### src/rtl/topk_result_serializer.sv
// topk_result_serializer: captures a top-K sorter frame and streams its valid entries over valid/ready
module topk_result_serializer #(
  parameter int DATA_LENGTH = 14,
  parameter int OUT_NUM = 4,
  parameter int NUM_WIDTH = 6,
  parameter int RANK_WIDTH = 2,
  parameter int CNT_WIDTH = 3
) (
  input  logic                   clk,
  input  logic                   rst,
  input  logic                   sort_finish,
  input  logic [DATA_LENGTH-1:0] sorted_data [OUT_NUM],
  input  logic [NUM_WIDTH-1:0]   sorted_addr [OUT_NUM],
  output logic                   out_valid,
  input  logic                   out_ready,
  output logic [DATA_LENGTH-1:0] out_data,
  output logic [NUM_WIDTH-1:0]   out_addr,
  output logic [RANK_WIDTH-1:0]  out_rank,
  output logic                   out_last,
  output logic                   busy,
  output logic [CNT_WIDTH-1:0]   valid_count,
  output logic                   empty_frame,
  output logic                   overrun
);
  typedef enum logic {IDLE, STREAM} state_t;
  state_t state, state_n;
  logic [RANK_WIDTH-1:0] idx, idx_n;
  logic [DATA_LENGTH-1:0] buf_data [OUT_NUM];
  logic [NUM_WIDTH-1:0] buf_addr [OUT_NUM];
  logic [CNT_WIDTH-1:0] count;
  logic run, cap, hs, ovr_n, emp_n;
  assign out_valid = state == STREAM;
  assign busy = out_valid;
  assign hs = out_valid && out_ready;
  assign out_data = out_valid ? buf_data[idx] : '0;
  assign out_addr = out_valid ? buf_addr[idx] : '0;
  assign out_rank = out_valid ? idx : '0;
  assign out_last = out_valid && (CNT_WIDTH'(idx) == valid_count - 1'b1);
  // count the leading run of valid slots; anything after the first sentinel is ignored
  always_comb begin
    count = '0;
    run = 1'b1;
    for (int i = 0; i < OUT_NUM; i++) begin
      run = run & (sorted_data[i] != '1);
      count = count + CNT_WIDTH'(run);
    end
  end
  // a new frame is taken when idle or on the final handshake, otherwise it is dropped
  always_comb begin
    state_n = state;
    idx_n = idx;
    cap = 1'b0;
    ovr_n = 1'b0;
    emp_n = 1'b0;
    if (!out_valid || (hs && out_last)) begin
      cap = sort_finish;
      state_n = (sort_finish && count != '0) ? STREAM : IDLE;
      idx_n = '0;
      emp_n = sort_finish && count == '0;
    end else begin
      idx_n = hs ? idx + 1'b1 : idx;
      ovr_n = sort_finish;
    end
  end
  // state, beat index, status pulses and capture buffer
  always_ff @(posedge clk) begin
    if (rst) begin
      state <= IDLE;
      idx <= '0;
      buf_data <= '{default: '1};
      buf_addr <= '{default: '0};
      valid_count <= '0;
      empty_frame <= 1'b0;
      overrun <= 1'b0;
    end else begin
      state <= state_n;
      idx <= idx_n;
      empty_frame <= emp_n;
      overrun <= ovr_n;
      if (cap) begin
        buf_data <= sorted_data;
        buf_addr <= sorted_addr;
        valid_count <= count;
      end
    end
  end
endmodule

### config.mk
export PLATFORM = sky130hd
export DESIGN_NAME = topk_result_serializer
export DESIGN_NICKNAME = d
export VERILOG_FILES = /design/src/rtl/topk_result_serializer.sv
export SDC_FILE = /design/constraint.sdc
export NUM_CORES = 1
export LEC_CHECK = 0
export ABC_AREA = 1
export CAP_MARGIN = 10
export CELL_PAD_IN_SITES_DETAIL_PLACEMENT = 1
export CELL_PAD_IN_SITES_GLOBAL_PLACEMENT = 1
export CORE_MARGIN = 2
export CORE_UTILIZATION = 34
export DETAILED_ROUTE_END_ITERATION = 12
export PLACE_DENSITY_LB_ADDON = 0.05
export REMOVE_ABC_BUFFERS = 1
export SYNTH_ARGS = -nofsm -noshare
export SYNTH_HDL_FRONTEND = slang
export SYNTH_SLANG_ARGS = --single-unit
### constraint.sdc
create_clock -name clk -period 2.6 [get_ports clk]
set_input_delay 0.52 -clock clk [delete_from_list [all_inputs] [get_ports clk]]
set_output_delay 0.52 -clock clk [all_outputs]
set_load 0.01 [all_outputs]
# Word level (Yosys, flattened, before mapping)
# Cells that the tools add are included.
# classes
add_sub_neg	5
magnitude_cmp	1
multipliers	0
n_mux	11
reduce_logical	11
div	0
n_eq_ne	5
n_bitwise	5
shift	0
# op_table
operator	count
$ne 14x14->1 const B	4
$mux 14	3
$bmux 14 s2	1
$mux 6	3
$bmux 6 s2	1
$logic_and 1x1->1	5
$reduce_or 2->1	2
$add 2x1->3	1
$add 3x1->3	1
$and 1x1->1	3
$eq 2x3->1	1
$ge 3x3->1 const B	1
$logic_not 3->1	1
$not 2->3	1
$reduce_bool 3->1	1
$sub 3x1->3 const B	1
$add 1x1->2	1
$add 2x1->2 const B	1
$mux 1	2
$mux 2	1
$logic_not 1->1	1
$logic_or 1x1->1	1
$not 1->1	1
# word_totals
in_bits	84
mem_count	0
word_cells	51
latchBits	0
reg_bits	88
out_inout_bits	30
mem_bits_ro	0
ram_bits	0

# Depth between registers and ports, before layout
# depth
depth_word	8
depth_mapped	13
ltp_nobuf	12

# Least setup slack after synthesis
# Ideal clock, no wire load.
# synth_timing
path_type	input to register
start	input sorted_data[54] (netlist name)
end	register valid_count[1]
n_path_buf	0
t_arrival_ns	2.169
required_ns	2.485
path_slack_ns	0.316
path_stages	12
setup_ns	0.115
cell_sequence	nand4_1 > nor2_1 > nand4_1 > nand3_1 > inv_1 > fa_1 > ha_1 > ha_1 > inv_1 > nand3_1 > nand2_1 > nor2_1
# synth_between
elab_chain_len	5
elab_cells_between_ends	7
cone_classes	3 x add/sub; 1 x eq/ne; 3 x bitwise
# synth_lines
item	line	source
start, declared	12	input logic [DATA_LENGTH-1:0] sorted_data [OUT_NUM],
$ne 14x14->1 *	44	run = run & (sorted_data[i] != '1);
$and 1x1->1	44	
$add 1x1->2 or $and 1x1->1 (tied branches)	45, 44	
$add 2x1->3 or $and 1x1->1 (tied branches)	45, 44	
$add 3x1->3 *	45	count = count + CNT_WIDTH'(run);
net count[1]	30	logic [CNT_WIDTH-1:0] count;
end signal, assigned	83	valid_count <= count;
end, declared	21	output logic [CNT_WIDTH-1:0] valid_count,
# The timed path passes the listed nets; every way through them passes the cells marked *.
# A chain may end at the register's enable or synchronous reset.

# Worst setup path in the final report
# layout_timing
start	input sorted_data[5] (netlist name)
end	register valid_count[1]
# layout_between
elab_chain_len	3
# layout_lines
item	line
$ne 14x14->1	44
$and 1x1->1	44
$add 3x1->3	45
net count[1]	30
# The timed path passes the listed nets, and every way through them passes these cells.

==> impl_results.md <==
* Initial Utilization at 34.8%
* Endpoints failing setup at 0
* Clock tree sinks at 88
* Routability cong. at 0.817
* Fraction of the mapped netlist area in adder cells at 1.32%
* Vias per cell at 5.07
* R2R Path Start: valid_count[0]$_SDFFE_PP0P_
* Worst Path Class, Setup: in2reg
* CTS HTree Levels at 3
* Multiplexer area fraction after synthesis at 0%
* Switching pwr at 1.01 mW
* Worst setup EP type: flop
* Synth top area cells: dfxtp_1 (40%), nand3_1 (16%), nor2_1 (10%)
* Initial drt markers at 244
* Dpl cell area at 5760 um^2
* Largest net degree at the start of global routing at 57
* Fin area at 6220 um^2
* Most common cell after layout, fill and taps aside: nand3_1
* Layout overhead on the synthesized area at 42.1%
* Die H at 117 um
* Total wire length at 14.8 mm
* Skew-Pair Late Insertion Delay at 350 ps
* Main combinational cell family by area after synthesis: simple AND/OR/NAND/NOR gates
* Power Dens Cells at 607 nW/um^2
* P_int at 2.77 mW
* Synth Area in XOR/XNOR at 0.200%
* Clock Path Buffers at 2
* Seq/Total Area, Yosys at 40.3%
* Dpl hpwl at 9.96 mm
* Worst-margin pin slew at 815 ps
* Most frequent cells in the layout: nand3_1 (141), nor2_1 (114), nand2_1 (110), dfxtp_1 (87), clkdlybuf4s50_1 (86)
* Port Buf Inserts at 113
* Filler instances at 1,610
* RSZ-0062 raised after global routing: true
* Area occupied by multi-input gates at 2200 um^2
* Post-CTS setup buffer count at 0
* Grt peak-use layer: met2
* Total GRT Usage at 21.4%
* Worst setup SP type: input pin
* Final Max Slew Viols at 0
* R2r setup slk at 490 ps
* Drt drc at 0
* Vias in the first global route at 4,810
* Total power at 3.78 mW
* Register bit total from synthesis at 88
* Status: finished, final reports clean
* Compound-Gate Fraction of Synth Area at 9.95%
* Register area at 1770 um^2
* Syn_area_per_cell at 6.57 um^2
* Distinct cells, synth at 20
* Worst Hold Class: reg2reg
* Initial antenna violation count at 0
* Vias at 4,787
* Die area at 13,800 um^2
* Root Buffer: clkbuf_16
* CTS tree: yes
* Grt ovf at 0
* CP arrival at 2770 ps
* Synth Cell Area at 4380 um^2
* Top-area cell type share of the netlist area at 40.3%
* CP Max Fanout at 2
* Relative max-transition margin at 45.6%
* Largest area contributor in the netlist: dfxtp_1
* DIE WIDTH at 117 um
* Crit path required time at 2840 ps
* Global Route met1 Usage at 28.4%
* Leakage at 2.97 nW
* Worst Hold End: buf_data[29]$_SDFFE_PP1P_
* Hold Crit Start: buf_data[29]$_SDFFE_PP1P_
* Core area at 12,600 um^2
* Total iterations of the first detailed-routing run at 4
* YS warnings at 0
* Worst slack at placement at -361 ps
* GRT met2 Usage at 35.1%
* Number of buffers created by CTS at 9
* Avg WL per Cell at 15.7 um
* RR Endpoint: buf_data[18]$_SDFFE_PP1P_
* Share of layout cells above drive strength 1 at 8.03%
* Clk pin slew, worst setup/hold paths at 60 ps
* Top Ports at 114
* Worst Skew at 6.33 ps
* First-pass GRT wire length at 24.2 mm
* Period minus WS final at 2530 ps
* WHS Path Cells at 2
* M3 GR Usage at 3.88%
* Cells on worst reg2reg path at 11
* Gate power share at 19.0%
* # rows at 41
* Final setup margin at 71.6 ps
* Clock power frac at 40.9%
* Sw Ratio at 26.7%
* Final critical-path share of the clock period at 97.2%
* Routed Antenna Nets at 0
* MaxCap Viol Count at 0
* Sequential power share at 40.1%
* Setup_tns at 0 ps
* Antenna diode count at 0
* Simple-Gate Fraction of Synth Area at 38.1%
* Cells after Synth at 666
* Final hold vios at 0
* Fmax at 396 MHz
* Max VDD drop at 0.000279 V
* Layout Nets at 855
synth_stat cells (all sizes together):
master	count
nand3	142
xor2	1
nor4	2
ha	3
fa	1
nand2	111
buf	20
clkbuf	36
dfxtp	88
a21oi	47
nand4	12
nor3	1
o21ai	40
nor2	119
inv	43
metal layers:
metal	share of wire (%)	vias up
met5	0	-
met4	1.6	0
met3	3.9	16
met2	48	94
met1	46	2300
li1	-	2377
critical path, cell delays in order:
cell and delay (ps):
clkdlybuf4s50_1 500, nand2_1 70, nor4_1 270, buf_4 170, nor2_2 40, fa_1 490
ha_2 200, ha_1 270, inv_1 50, nand3_1 70, nand2_1 90, nor2_1 40
area by class of cell:
cell class              count  share of cell area (%)
multi-input cells         479                    35.3
flip-flops and latches     88                    28.4
repair buffers            146                    24.5
clock buffers              10                    3.84
well taps                 172                    3.46
inverters                  43                    2.63
clock inverters             6                    1.85
cells by family (layout without fill, tap and decap cells):
family          after synthesis  in the layout
buf+inv                      99            205
simple gates                387            387
compound gates               87             87
xor+xnor                      1              1
fa+ha+maj                     4              4
flops                        88             88
power groups by stage:
stage          combinational [mW]  clock, mW  sequential [mW]
2_1_floorplan               0.327          0             1.54
3_3_place_gp                0.704          0             1.54
3_5_place_dp                0.721          0             1.54
4_1_cts                     0.727       1.57             1.52
5_1_grt                     0.802       1.63             1.53
6_report                    0.718       1.55             1.52
sequential cells by signal, indices dropped and copies added (netlist names):
name,cells
empty_frame,1
valid_count,3
idx,2
busy,1
buf_addr,24
buf_data,56
overrun,1
how the worst max path moves through the flow:
stage / from / end / slack [ps] / cells after the start
2_1_floorplan: idx[0]$_SDFFE_PP0P_ / buf_data[0]$_SDFFE_PP1P_ / -1640 / 9
3_3_place_gp: sorted_data[10] / valid_count[1]$_SDFFE_PP0P_ / -310 / 12
3_5_place_dp: sorted_data[10] / valid_count[1]$_SDFFE_PP0P_ / -360 / 12
4_1_cts: idx[0]$_SDFFE_PP0P_ / out_addr[3] / 0.2 / 6
5_1_grt: sorted_data[44] / valid_count[1]$_SDFFE_PP0P_ / -80 / 13
6_report: sorted_data[5] / valid_count[1]$_SDFFE_PP0P_ / 70 / 12
what timing repair did:
action	4_1_cts	5_1_grt
resized for setup	3	32
hold buffers	0	0
gates cloned	0	1
pin swaps	0	11
setup endpoints to repair	2	17
per-stage QoR:
stage / cells / hold slack (ps) / util, %
2_1_floorplan: 610 / 424 / -
3_3_place_gp: 927 / 434 / 45.8
3_5_place_dp: 927 / 440 / 45.8
4_1_cts: 943 / 456 / 48.6
5_1_grt: 944 / 479 / 49.5
6_report: 944 / 455 / 49.5
Note: power is estimated with default switching activity, not from simulation.
